$ cat src/rtl/bram_arb_pkg.sv
// Shared definitions for the BRAM port-A arbiter and its round-robin picker.
//   - default address/data widths and the largest supported requester count
//   - pipe_tag_t: {is_read, owner} carried alongside each accepted command
//   - idx_width(): width of a requester index (at least 1 bit)
package bram_arb_pkg;

  localparam int AW_DEF   = 11;
  localparam int DW_DEF   = 8;
  localparam int NREQ_MAX = 8;
  localparam int OWNER_W  = 3;

  typedef struct packed {
    logic               is_read;
    logic [OWNER_W-1:0] owner;
  } pipe_tag_t;

  function automatic int idx_width(input int n);
    return (n > 1) ? $clog2(n) : 1;
  endfunction

endpackage

$ cat src/rtl/bram_port_arbiter_rr_pick.sv
// rr_pick: purely combinational round-robin priority picker.
// Searches req starting at last_grant+1 (wrapping modulo N) and reports the
// first set bit.
// Ports:
//   req        in  N   request vector
//   last_grant in  IW  index granted most recently
//   onehot     out N   one-hot winner (all zero when no request)
//   index      out IW  winner index (0 when no request)
//   valid      out 1   some request was found
module rr_pick
  import bram_arb_pkg::*;
#(
  parameter int N  = 2,
  parameter int IW = idx_width(N)
) (
  input  logic [N-1:0]  req,
  input  logic [IW-1:0] last_grant,
  output logic [N-1:0]  onehot,
  output logic [IW-1:0] index,
  output logic          valid
);

  // One extra bit so last_grant + k (up to 2N-1) never overflows before the wrap.
  localparam logic [IW:0] N_EXT = (IW+1)'(N);

  logic [IW:0] cand;

  always_comb begin
    onehot = '0;
    index  = '0;
    valid  = 1'b0;
    cand   = '0;
    for (int k = 1; k <= N; k++) begin
      cand = {1'b0, last_grant} + (IW+1)'(k);
      if (cand >= N_EXT) begin
        cand = cand - N_EXT;
      end
      if (!valid && req[cand[IW-1:0]]) begin
        valid                 = 1'b1;
        index                 = cand[IW-1:0];
        onehot[cand[IW-1:0]]  = 1'b1;
      end
    end
  end

endmodule

$ cat src/rtl/bram_port_arbiter.sv
// bram_port_arbiter: shares BRAM port A among NREQ requesters, one access per
// cycle, round-robin. The accepted command is registered onto the RAM port;
// read data comes back two cycles after accept, tagged with rvalid[owner].
// Optional macro BRAM_ARB_LOCK_EN: a requester granted last cycle that keeps
// req and req_lock high is granted again regardless of rotation.
// Ports:
//   clk, reset          clock / synchronous active-high reset
//   req, req_we         per-requester request and write flag
//   req_addr, req_wdata packed per-requester address / write data
//   req_lock            hold-grant request (only with BRAM_ARB_LOCK_EN)
//   ack                 combinational one-hot accept
//   rvalid, rdata       read return (rdata shared, qualified by rvalid)
//   ram_we/addr/di      registered command to BRAM port A
//   ram_spo             BRAM port A read data
module bram_port_arbiter
  import bram_arb_pkg::*;
#(
  parameter int NREQ = 2,
  parameter int AW   = AW_DEF,
  parameter int DW   = DW_DEF
) (
  input  logic               clk,
  input  logic               reset,
  input  logic [NREQ-1:0]    req,
  input  logic [NREQ-1:0]    req_we,
  input  logic [NREQ*AW-1:0] req_addr,
  input  logic [NREQ*DW-1:0] req_wdata,
  input  logic [NREQ-1:0]    req_lock,
  output logic [NREQ-1:0]    ack,
  output logic [NREQ-1:0]    rvalid,
  output logic [DW-1:0]      rdata,
  output logic               ram_we,
  output logic [AW-1:0]      ram_addr,
  output logic [DW-1:0]      ram_di,
  input  logic [DW-1:0]      ram_spo
);

  localparam int IW = idx_width(NREQ);

  logic [AW-1:0] addr_arr  [NREQ];
  logic [DW-1:0] wdata_arr [NREQ];

  logic [IW-1:0] last_grant_q, last_grant_d;
  logic          ram_we_q,     ram_we_d;
  logic [AW-1:0] ram_addr_q,   ram_addr_d;
  logic [DW-1:0] ram_di_q,     ram_di_d;
  pipe_tag_t     tag1_q,       tag1_d;
  pipe_tag_t     tag2_q;

  logic [NREQ-1:0] rr_onehot;
  logic [IW-1:0]   rr_index;
  logic            rr_valid;

  logic            win_valid;
  logic [IW-1:0]   win_index;
  logic [NREQ-1:0] win_onehot;

  genvar gi;
  generate
    for (gi = 0; gi < NREQ; gi++) begin : g_req
      assign addr_arr[gi]  = req_addr[gi*AW +: AW];
      assign wdata_arr[gi] = req_wdata[gi*DW +: DW];
      // Stage-2 tag lines up with the cycle in which ram_spo holds the data.
      assign rvalid[gi]    = ~reset & tag2_q.is_read & (tag2_q.owner == OWNER_W'(gi));
    end
  endgenerate

  rr_pick #(
    .N  (NREQ),
    .IW (IW)
  ) u_rr_pick (
    .req        (req),
    .last_grant (last_grant_q),
    .onehot     (rr_onehot),
    .index      (rr_index),
    .valid      (rr_valid)
  );

`ifdef BRAM_ARB_LOCK_EN
  // granted_q: last_grant_q was actually granted in the previous cycle.
  logic granted_q;
  logic lock_hold;

  assign lock_hold  = granted_q & req[last_grant_q] & req_lock[last_grant_q];
  assign win_valid  = lock_hold | rr_valid;
  assign win_index  = lock_hold ? last_grant_q : rr_index;
  assign win_onehot = lock_hold ? (NREQ'(1) << last_grant_q) : rr_onehot;

  always_ff @(posedge clk) begin
    if (reset) begin
      granted_q <= 1'b0;
    end else begin
      granted_q <= win_valid;
    end
  end
`else
  logic unused_lock;
  assign unused_lock = ^req_lock;
  assign win_valid   = rr_valid;
  assign win_index   = rr_index;
  assign win_onehot  = rr_onehot;
`endif

  assign ack = reset ? '0 : win_onehot;

  always_comb begin
    last_grant_d = last_grant_q;
    ram_we_d     = 1'b0;
    ram_addr_d   = ram_addr_q;
    ram_di_d     = ram_di_q;
    tag1_d       = '0;
    if (win_valid) begin
      last_grant_d  = win_index;
      ram_we_d      = req_we[win_index];
      ram_addr_d    = addr_arr[win_index];
      ram_di_d      = wdata_arr[win_index];
      tag1_d.is_read = ~req_we[win_index];
      tag1_d.owner   = OWNER_W'(win_index);
    end
  end

  always_ff @(posedge clk) begin
    if (reset) begin
      last_grant_q <= IW'(NREQ - 1);
      ram_we_q     <= 1'b0;
      ram_addr_q   <= '0;
      ram_di_q     <= '0;
      tag1_q       <= '0;
      tag2_q       <= '0;
    end else begin
      last_grant_q <= last_grant_d;
      ram_we_q     <= ram_we_d;
      ram_addr_q   <= ram_addr_d;
      ram_di_q     <= ram_di_d;
      tag1_q       <= tag1_d;
      tag2_q       <= tag1_q;
    end
  end

  // A write registered just before reset must not reach the RAM while reset is high.
  assign ram_we   = ram_we_q & ~reset;
  assign ram_addr = ram_addr_q;
  assign ram_di   = ram_di_q;
  assign rdata    = ram_spo;

endmodule

$ cat config.mk
export PLATFORM = sky130hd
export DESIGN_NAME = bram_port_arbiter
export DESIGN_NICKNAME = d
export VERILOG_FILES = /design/src/rtl/bram_arb_pkg.sv /design/src/rtl/bram_port_arbiter_rr_pick.sv /design/src/rtl/bram_port_arbiter.sv
export SDC_FILE = /design/constraint.sdc
export NUM_CORES = 1
export LEC_CHECK = 0
export ABC_AREA = 1
export CORE_MARGIN = 8
export CORE_UTILIZATION = 39
export DETAILED_ROUTE_END_ITERATION = 10
export GPL_ROUTABILITY_DRIVEN = 1
export GPL_TIMING_DRIVEN = 0
export PLACE_DENSITY_LB_ADDON = 0.05
export RECOVER_POWER = 25
export SYNTH_ARGS = -nofsm -noshare
export SYNTH_HDL_FRONTEND = slang
export SYNTH_HIERARCHICAL = 1
export SYNTH_SLANG_ARGS = --single-unit
$ cat constraint.sdc
create_clock -name clk -period 2.3 [get_ports clk]
set_input_delay 0.69 -clock clk [delete_from_list [all_inputs] [get_ports clk]]
set_output_delay 0.69 -clock clk [all_outputs]
set_load 0.005 [all_outputs]
==> impl_summary.md <==
Run status
The run finished with clean final reports.

Finish
The final layout contains 343 nets. The layout cell share with drive strength beyond 1 is 13.9%. After routing the design area is 2160 µm². The area growth from synthesis to layout is 61.8%. The most common library cell in the layout ignoring fill and taps is clkdlybuf4s50_1.

In the layout the commonest cells are clkdlybuf4s50_1, nor2_1, nand2_1. After filler insertion, the fill cell instance count of the layout stands at 340. The antenna diode instance count is 0.

Logic synthesis
In this run the cell area of the synthesized design comes to 1330 µm². The synthesis-stage register bit count is 25. The number of nets in the synthesized netlist is 263. The post-synthesis average cell area is 6.38 µm².

The number of warnings reported in the yosys synthesis log is 6. The proportion of synthesized chip area in sequential cells is 37.5%. The number of unique standard cell types used by synthesis is 15. Counting every instance in the synthesized netlist gives 209.

Route
After detailed routing, the average wire length per cell comes to 11.1 µm. The routed layout has 1425 vias. The routed via count divided by cell count is 4.27. The detailed-route wire length is 3720 µm. The detailed-router iteration count before antenna repair is 4. The count of unresolved DRC violations after routing is 0. The detail route stage leaves a number of antenna-violating nets equal to 0. In this run, the number of DRC markers left after iteration 0 of detailed routing was 38.

Global routing
Across every metal layer, demand over resource in global routing totals 13.6%. After global routing the overflow that remains totals 0. The largest net degree at the start of global routing is 15. The number of antenna violations at the first check in global routing came to 0. The number of global-route vias before repair is 1362. The first-pass GRT wire length is 5970 µm.

Clocking
The clock sink total is 25. The clock latency of the later-clocked register in the worst-skew pair is 320 ps. The number of clock buffers added by TritonCTS is 3. In this run the clock root is driven by a clkbuf_4. The clock transition at the register clock pins on the worst setup and hold paths after CTS is 140 ps. The deepest clock path buffer count is 2.

In this run, post-CTS hold repair placed 0 buffers. TritonCTS built the clock tree. CTS built an H-tree with a depth of 1.

Floorplanning
The overall die height is 74.5 µm. The area of the core is 3310 µm². The count of pins on the block boundary is 86.

The floorplan die area is 5550 µm². The row count is 21. For this configuration, the core starts out at a cell density of 40.3%.

From left edge to right edge, the die measures 74.5 µm.

Power
The leakage power figure is 0.00107 µW. The sequential cell fraction of total power is 48.6%. Per report_power, the clock group accounts for 20.4% of the total. The switching portion of total power is 27.6%. The cell-internal power is 718 µW. The ratio of total power to cell area is 460 nW/µm². The part of the power in combinational logic is 31.0%. VDD sags by at most 245 µV. For this design the total switching power over the nets is 274 µW.

Worst setup path
In this run the critical register-to-register path is launched from last_grant_q. Along the worst path, the maximum fanout reaches 7. The most critical setup path has its startpoint at reset. STA puts the critical path data arrival time at 1540 ps. The critical path in this run is classified as in2out. The required arrival time at the worst endpoint is 1610 ps. The kind of launch point of the worst setup path is an input pin. STA classifies the critical path endpoint as an output port.

Timing
The number of setup violations in the final report is 0. The minimum period implied by the final worst setup slack is 2230 ps. The number of failing hold endpoints at the final stage came to 0. The worst setup skew after layout is 6.44 ps. The fmax is 448 MHz. Setup repair after global routing left no endpoint under its margin. The final worst slack is 67.9 ps. The count of pins over their slew limit was 0. After layout, the worst path uses 97.0% of the clock period. The worst-case headroom to the max-slew limit is 65.8%. For the pin with the worst max-slew slack, the measured transition is 513 ps.

Run
The number of max-cap violations is 0.

Place
Before CTS, the worst setup slack after placement is -637 ps. The cell area reported after detailed placement is 2140 µm². The count of buffers inserted at the top-level ports is 75. Routability-driven placement finished with a final weighted congestion of 0.718.

The estimated wirelength of the detail-placed design is 2970 µm.

Worst hold path
The source of the worst hold timing path is tag1_q[0]. The worst min-delay path class is reg2reg.
==> worst paths after layout <==
kind | to | slack [ps] | cells after the start
worst max-delay path | rvalid[0] | 70 | 5
worst min-delay path | tag2_q[0] | 410 | 2
worst max register to register | tag1_q[3] | 750 | 5
worst min register to register | tag2_q[0] | 410 | 2
==> flip-flops by register name, indices dropped and copies added (netlist names) <==
register      cells
tag1_q            2
ram_we_q          1
tag2_q            2
last_grant_q      1
ram_addr         11
ram_di            8
==> power groups by stage <==
| stage | clock network [µW] | logic [µW] | registers, µW |
|---|---|---|---|
| final | 202 | 308 | 482 |
| after global routing | 222 | 346 | 486 |
| after CTS | 207 | 318 | 483 |
| after detailed placement | 0 | 318 | 492 |
| after global placement | 0 | 315 | 491 |
| after floorplan | 0 | 137 | 494 |
==> per-stage QoR <==
step	hold slack (ps)	cells	utilization, %	TNS, ps	total power (µW)
after detailed placement	393	330	64.7	-2320	810
after CTS	412	334	65.4	0	1010
after floorplan	388	209	-	0	632
final	410	334	65.2	0	992
after global routing	422	334	65.2	0	1050
after global placement	389	330	64.7	-2320	806
==> Yosys cell counts (all sizes together) <==
library cell  number  share of area, %
clkbuf             1              0.37
o21ai             20               7.5
nand2             44                13
buf               17                10
dfxtp             25                38
a21oi              5               1.9
inv               31               8.9
nor2              66                21
==> layer usage <==
| metal | track usage [%] | up-vias | wire length [µm] |
|---|---|---|---|
| met3 | 5.12 | 2 | 388 |
| met4 | 4.78 | 0 | 19 |
| met2 | 23.1 | 54 | 1760 |
| met1 | 15.1 | 606 | 1550 |
| li1 | - | 763 | - |
| met5 | 0 | - | 0 |
==> worst max-delay path, cell delays in order <==
cell and delay (ps):
buf_2 150, inv_4 70, nand2_1 60, nor2_1 80, clkdlybuf4s50_1 500
==> repair_timing <==
item                                    in CTS  in global routing
gates resized for setup                     14                  4
endpoints found under the setup margin       5                  3
buffers inserted                             1                  0
==> area by class of cell <==
cell class	count	area [µm²]	share of cell area, %
Multi-Input combinational cell	135	574	26.6
Buffer	17	124	5.74
Inverter	31	121	5.62
Tap cell	46	57.6	2.67
Timing Repair Buffer	76	753	34.9
Clock inverter	1	5.00	0.232
Clock buffer	3	22.5	1.04
Sequential cell	25	500	23.2
==> cells by family (layout without fill, tap and decap cells) <==
kind of cell           count (synthesis)  in the layout  synth area share [%]
AO/OA/AOI/OAI                         25             25                  9.38
AND/OR/NAND/NOR                      110            110                  33.4
buffers and inverters                 49            128                  19.7
flip-flops                            25             25                  37.5
No activity file was read; power rests on OpenSTA's default activity.
